File: src/rtl/sram_arbiter.sv
// sram_arbiter: two-port arbiter and pin sequencer for a 256Kx16 asynchronous SRAM.
//   Port A has fixed priority; port B is forced after STARVE_MAX consecutive A grants
//   while B is waiting. Each granted req/ack transaction becomes a timed
//   CEn/OEn/WEn/LBn/UBn/DEn sequence. Every output is driven straight from a flop.
// Ports:
//   iCLK, iRST_N                  clock, asynchronous active-low reset
//   a_*/b_* req,we,be,addr,wdata  requester side; fields held stable until ack
//   a_ack/b_ack                   one-cycle completion pulse
//   a_rdata/b_rdata               read data, valid with ack, held until that port's next read
//   SRAM_ADDR, SRAM_*n            registered SRAM address and active-low strobes
//   SRAM_DEn, SRAM_Dout           bus drive enable (0 = drive) and write data
//   SRAM_Din                      bus read data
module sram_arbiter #(
  parameter int unsigned ADDR_W     = 18,
  parameter int unsigned DATA_W     = 16,
  parameter int unsigned RD_CYC     = 2,
  parameter int unsigned WR_CYC     = 2,
  parameter int unsigned STARVE_MAX = 4
) (
  input  logic              iCLK,
  input  logic              iRST_N,
  input  logic              a_req,
  input  logic              a_we,
  input  logic [1:0]        a_be,
  input  logic [ADDR_W-1:0] a_addr,
  input  logic [DATA_W-1:0] a_wdata,
  output logic              a_ack,
  output logic [DATA_W-1:0] a_rdata,
  input  logic              b_req,
  input  logic              b_we,
  input  logic [1:0]        b_be,
  input  logic [ADDR_W-1:0] b_addr,
  input  logic [DATA_W-1:0] b_wdata,
  output logic              b_ack,
  output logic [DATA_W-1:0] b_rdata,
  output logic [ADDR_W-1:0] SRAM_ADDR,
  output logic              SRAM_CEn,
  output logic              SRAM_OEn,
  output logic              SRAM_WEn,
  output logic              SRAM_LBn,
  output logic              SRAM_UBn,
  output logic              SRAM_DEn,
  output logic [DATA_W-1:0] SRAM_Dout,
  input  logic [DATA_W-1:0] SRAM_Din
);

  localparam int unsigned CYC_MAX = (RD_CYC > WR_CYC) ? RD_CYC : WR_CYC;
  localparam int unsigned CYC_W   = (CYC_MAX < 2) ? 1 : $clog2(CYC_MAX);
  localparam int unsigned CNT_W   = (STARVE_MAX < 1) ? 1 : $clog2(STARVE_MAX + 1);

  typedef enum logic [2:0] {
    S_IDLE = 3'd0,
    S_RD   = 3'd1,
    S_WR   = 3'd2,
    S_RACK = 3'd3,
    S_WACK = 3'd4
  } state_e;

  state_e              state_q, state_d;
  logic [CYC_W-1:0]    cyc_q, cyc_d;
  logic [CNT_W-1:0]    cnt_q, cnt_d;
  logic                gnt_b_q, gnt_b_d;
  logic [ADDR_W-1:0]   addr_q, addr_d;
  logic [DATA_W-1:0]   dout_q, dout_d;
  logic                cen_q, cen_d;
  logic                oen_q, oen_d;
  logic                wen_q, wen_d;
  logic                lbn_q, lbn_d;
  logic                ubn_q, ubn_d;
  logic                den_q, den_d;
  logic                a_ack_q, a_ack_d;
  logic                b_ack_q, b_ack_d;
  logic [DATA_W-1:0]   a_rdata_q, a_rdata_d;
  logic [DATA_W-1:0]   b_rdata_q, b_rdata_d;

  logic                grant_a, grant_b;
  logic                sel_we;
  logic [1:0]          sel_be;
  logic [ADDR_W-1:0]   sel_addr;
  logic [DATA_W-1:0]   sel_wdata;

  // State and output registers
  always_ff @(posedge iCLK or negedge iRST_N) begin
    if (!iRST_N) begin
      state_q   <= S_IDLE;
      cyc_q     <= '0;
      cnt_q     <= '0;
      gnt_b_q   <= 1'b0;
      addr_q    <= '0;
      dout_q    <= '0;
      cen_q     <= 1'b1;
      oen_q     <= 1'b1;
      wen_q     <= 1'b1;
      lbn_q     <= 1'b1;
      ubn_q     <= 1'b1;
      den_q     <= 1'b1;
      a_ack_q   <= 1'b0;
      b_ack_q   <= 1'b0;
      a_rdata_q <= '0;
      b_rdata_q <= '0;
    end else begin
      state_q   <= state_d;
      cyc_q     <= cyc_d;
      cnt_q     <= cnt_d;
      gnt_b_q   <= gnt_b_d;
      addr_q    <= addr_d;
      dout_q    <= dout_d;
      cen_q     <= cen_d;
      oen_q     <= oen_d;
      wen_q     <= wen_d;
      lbn_q     <= lbn_d;
      ubn_q     <= ubn_d;
      den_q     <= den_d;
      a_ack_q   <= a_ack_d;
      b_ack_q   <= b_ack_d;
      a_rdata_q <= a_rdata_d;
      b_rdata_q <= b_rdata_d;
    end
  end

  // Next-state, grant, starvation counter and pin sequencing
  always_comb begin
    state_d   = state_q;
    cyc_d     = cyc_q;
    cnt_d     = cnt_q;
    gnt_b_d   = gnt_b_q;
    addr_d    = addr_q;
    dout_d    = dout_q;
    cen_d     = cen_q;
    oen_d     = oen_q;
    wen_d     = wen_q;
    lbn_d     = lbn_q;
    ubn_d     = ubn_q;
    den_d     = den_q;
    a_ack_d   = 1'b0;
    b_ack_d   = 1'b0;
    a_rdata_d = a_rdata_q;
    b_rdata_d = b_rdata_q;
    grant_a   = 1'b0;
    grant_b   = 1'b0;

    // A wins unless B has already watched STARVE_MAX A grants go by
    if (state_q == S_IDLE) begin
      grant_a = a_req && !(b_req && (cnt_q == CNT_W'(STARVE_MAX)));
      grant_b = !grant_a && b_req;
    end

    sel_we    = grant_b ? b_we    : a_we;
    sel_be    = grant_b ? b_be    : a_be;
    sel_addr  = grant_b ? b_addr  : a_addr;
    sel_wdata = grant_b ? b_wdata : a_wdata;

    unique case (state_q)
      S_IDLE: begin
        if (grant_a || grant_b) begin
          gnt_b_d = grant_b;
          addr_d  = sel_addr;
          cen_d   = 1'b0;
          lbn_d   = ~sel_be[0];
          ubn_d   = ~sel_be[1];
          cyc_d   = '0;
          if (sel_we) begin
            wen_d   = 1'b0;
            den_d   = 1'b0;
            dout_d  = sel_wdata;
            state_d = S_WR;
          end else begin
            oen_d   = 1'b0;
            state_d = S_RD;
          end
        end
      end
      S_RD: begin
        if (cyc_q == CYC_W'(RD_CYC - 1)) begin
          if (gnt_b_q) begin
            b_rdata_d = SRAM_Din;
            b_ack_d   = 1'b1;
          end else begin
            a_rdata_d = SRAM_Din;
            a_ack_d   = 1'b1;
          end
          cen_d   = 1'b1;
          oen_d   = 1'b1;
          lbn_d   = 1'b1;
          ubn_d   = 1'b1;
          state_d = S_RACK;
        end else begin
          cyc_d = cyc_q + CYC_W'(1);
        end
      end
      S_WR: begin
        // DEn stays low through WACK so data is held past the WEn rising edge
        if (cyc_q == CYC_W'(WR_CYC - 1)) begin
          if (gnt_b_q) begin
            b_ack_d = 1'b1;
          end else begin
            a_ack_d = 1'b1;
          end
          wen_d   = 1'b1;
          cen_d   = 1'b1;
          lbn_d   = 1'b1;
          ubn_d   = 1'b1;
          state_d = S_WACK;
        end else begin
          cyc_d = cyc_q + CYC_W'(1);
        end
      end
      S_RACK: begin
        state_d = S_IDLE;
      end
      S_WACK: begin
        den_d   = 1'b1;
        state_d = S_IDLE;
      end
      default: begin
        state_d = S_IDLE;
      end
    endcase

    if (grant_b) begin
      cnt_d = '0;
    end else if (grant_a && b_req) begin
      if (cnt_q != CNT_W'(STARVE_MAX)) begin
        cnt_d = cnt_q + CNT_W'(1);
      end
    end else if (!b_req) begin
      cnt_d = '0;
    end
  end

  assign a_ack     = a_ack_q;
  assign b_ack     = b_ack_q;
  assign a_rdata   = a_rdata_q;
  assign b_rdata   = b_rdata_q;
  assign SRAM_ADDR = addr_q;
  assign SRAM_CEn  = cen_q;
  assign SRAM_OEn  = oen_q;
  assign SRAM_WEn  = wen_q;
  assign SRAM_LBn  = lbn_q;
  assign SRAM_UBn  = ubn_q;
  assign SRAM_DEn  = den_q;
  assign SRAM_Dout = dout_q;

endmodule

File: config.mk
export PLATFORM = sky130hd
export DESIGN_NAME = sram_arbiter
export DESIGN_NICKNAME = d
export VERILOG_FILES = /design/src/rtl/sram_arbiter.sv
export SDC_FILE = /design/constraint.sdc
export NUM_CORES = 1
export LEC_CHECK = 0
export BUFFER_PORTS_ARGS = -buffer_cell sky130_fd_sc_hd__buf_2
export CAP_MARGIN = 20
export CORE_UTILIZATION = 47
export DETAILED_ROUTE_END_ITERATION = 6
export PLACE_DENSITY = 0.87
export SLEW_MARGIN = 40
export SYNTH_ARGS = -nofsm -noshare
export SYNTH_HDL_FRONTEND = slang
export SYNTH_SLANG_ARGS = --single-unit
File: constraint.sdc
create_clock -name iCLK -period 1.8 [get_ports iCLK]
set_input_delay 0.18 -clock iCLK [delete_from_list [all_inputs] [get_ports iCLK]]
set_output_delay 0.18 -clock iCLK [all_outputs]
set_load 0.005 [all_outputs]
==> qor.csv <==
metric;value;unit
p_per_area;1598;mW/mm^2
top_usage_layer;met2;
layout-drive-gt1-share;51.24;%
synth_compound_area_share;11.98;%
hold_ws;0.05866;ns
synth.top_cell.area_share;50.85;%
clockBufferDepth;2;
holdPathStages;2;
synthSimpleGateAreaFrac;7.561;%
yosys_warnings;0;
ys_seq_area_share;55.07;%
max_cap_viol_count;0;
fmax;597.6;MHz
startpoint_type;flip-flop;
post-route-period-util;92.97;%
n_antenna_cell;0;
syn_to_final_growth;33.16;%
syn_area_per_cell;12.34;um^2
cts_buffers;9;
synth_ff_type;dfrtp_1;
fp.dieW;91.20;um
end_kind;flip-flop;
final_util;64.44;%
synthXorXnorAreaFrac;0.2342;%
finalClockSkew;0.006220;ns
wl_per_cell;14.77;um
synth_top_cell_by_area;dfrtp_1;
met3_usage;6.281;%
path_class;reg2reg;
hold_viol;0;
worstSkewPairLatency;0.34;ns
core;0.007727;mm^2
place_hpwl;6523;um
setup_tns;0;ns
drv_slew;0;
via_count;3037;
grt_pass1_wl;13620;um
cp_slowest_cell;dfrtp_1;
final_area;0.004980;mm^2
rsz0062_at_grt;no;
synth_adder_area_share;0.6691;%
ant_nets;0;
synth_edf_count;0;
muxShareOfSynthArea;19.97;%
h-tree-depth;3;
worstPathRequired;2.01;ns
hp-class;in2reg;
die_y;91.20;um
worstPathCellList;inv_1 > ha_2 > a21bo_1 > nand3_4 > buf_12 > mux2i_2 > a31oi_1;
use_met1;25.41;%
syn_inst;303;
cts_tree;done;
drc_errors;0;
antenna_found_initial;0;
syn_nets;399;
synthTopCellsByArea;dfrtp_1 51%, mux2i_1 9.6%, mux2_2 6.6%;
pin_count;168;
grt_pass1_vias;2911;
gr-total-overflow;0;
path_buf_inv;2;
crit_path_max_incr_delay;0.38;ns
die_area;0.008317;mm^2
gp_congestion;0.7835;
cts-root-buf;clkbuf_8;
nets;575;
async_reset_ff_share;100.0;%
via_per_inst;5.183;
path_delay_family;flip-flops;
power;7956;uW
crit_fanout;11;
ff2ff_path_depth;7;
crit_arrival;1.88;ns
start_util;48.40;%
rows;32;
ir_drop;0.6431;mV
dr.pass1.iters;6;
setup_viol;0;
syn_area;0.003740;mm^2
grt_use_total;20.97;%
postRouteWirelength;8657;um
maxSlewHeadroom;60.28;%
worst_slew_pin_slew;0.5958;ns
run_status;finished clean;
ys_ff_latch;82;
place_area;0.004733;mm^2
p_leak;0.002614;uW
numClockSinks;82;
worstSetupPathDepth;7;
port_buffers;167;
drtIter0Drc;99;
synth_cell_types;46;
met2_usage;36.11;%
synth_top_family_by_area;multiplexers;
clk_pin_slew;0.08;ns
grt_max_degree;48;
finalCriticalPeriod;1.673;ns
-- worst paths after layout --
path	start	end	slack [ns]
worst min register to register	SRAM_ADDR[11]	SRAM_ADDR[11]	0.48
min in group asynchronous	iRST_N	b_rdata[3]	0.38
worst min-delay path	SRAM_Din[12]	b_rdata[12]	0.06
max in group asynchronous	iRST_N	SRAM_Dout[10]	0.78
worst max-delay path	cnt_q[0]	SRAM_Dout[13]	0.13
worst max register to register	cnt_q[0]	SRAM_Dout[13]	0.13
-- kinds of logic after synthesis --
kind of cell	after synthesis
AOI/OAI and AO/OA	75
xor gates and xnor gates	1
adders and majority gates	2
buffers and inverters	23
DFF	82
muxes	68
and+or+nand+nor	52
-- Yosys cell counts, types with 2 or more instances --
cell      instances
a21oi_1          22
inv_1             3
dfstp_2           6
mux2_4            7
mux2_1            3
mux2_2           22
buf_12            3
a31oi_1          16
buf_2             6
o21ai_0           5
mux2i_1          36
dfrtp_1          76
nand3_1           3
nand2b_4          2
a211oi_1          2
buf_6             3
a21boi_0          2
o22a_1            2
o21ai_1          18
nor2_1            6
clkbuf_1          6
nand2_1          29
ha_1              2
-- power by group --
part | switching [uW] | internal [uW]
registers | 556 | 2780
clock network | 640 | 532
logic | 1650 | 1800
-- worst register-to-register path: stages (launching register included) --
cell	delay, ns
dfrtp_1	0.38
inv_1	0.08
ha_2	0.21
a21bo_1	0.23
nand3_4	0.13
buf_12	0.16
mux2i_2	0.23
a31oi_1	0.11
-- per-stage QoR --
step	worst slack (ns)	instances
final	0.1266	586
after global routing	0.04700	586
after CTS	0.01215	584
after detailed placement	0.03062	567
after global placement	0.1478	567
after floorplan	0.2071	303
-- timing repair --
item | in CTS | in global routing
setup buffers | 0 | 1
hold buffers | 1 | 0
gates resized for setup | 0 | 7
endpoints found under the setup margin | 0 | 26
endpoints found under the hold margin | 41 | 0
-- sequential cells by signal, summed over array words and instances, names as in the netlist, 3 cells and up --
name and flops:
cnt_q 3, SRAM_Dout 16, SRAM_ADDR 18, a_rdata 16
b_rdata 16, state_q 3
-- cell usage in the layout, fill, tap and decap left out, drive strengths merged, types with 3 or more instances in the layout --
cell	instances
a21boi	3
a21oi	22
a31oi	16
buf	183
clkbuf	12
clkinv	3
dfrtp	76
dfstp	6
inv	3
mux2	32
mux2i	36
nand2	30
nand3	4
nor2	7
nor3	3
o21ai	23
-- metal layers --
layer / wire (um) / share of wire (%)
met5: 0 / 0
met4: 85 / 0.98
met3: 587 / 6.8
met2: 4367 / 50
met1: 3617 / 42
-- final cells by class --
cell class                 instances  area, um^2
tap                              102       127.6
inverter                           3       11.26
clock buffer                      11       141.4
sequential                        82        2059
timing repair buffer             185        1060
fill                             627        2748
clock inverter                     5       30.03
multi-input combinational        198        1550
Note: power is estimated with default switching activity, not from simulation.
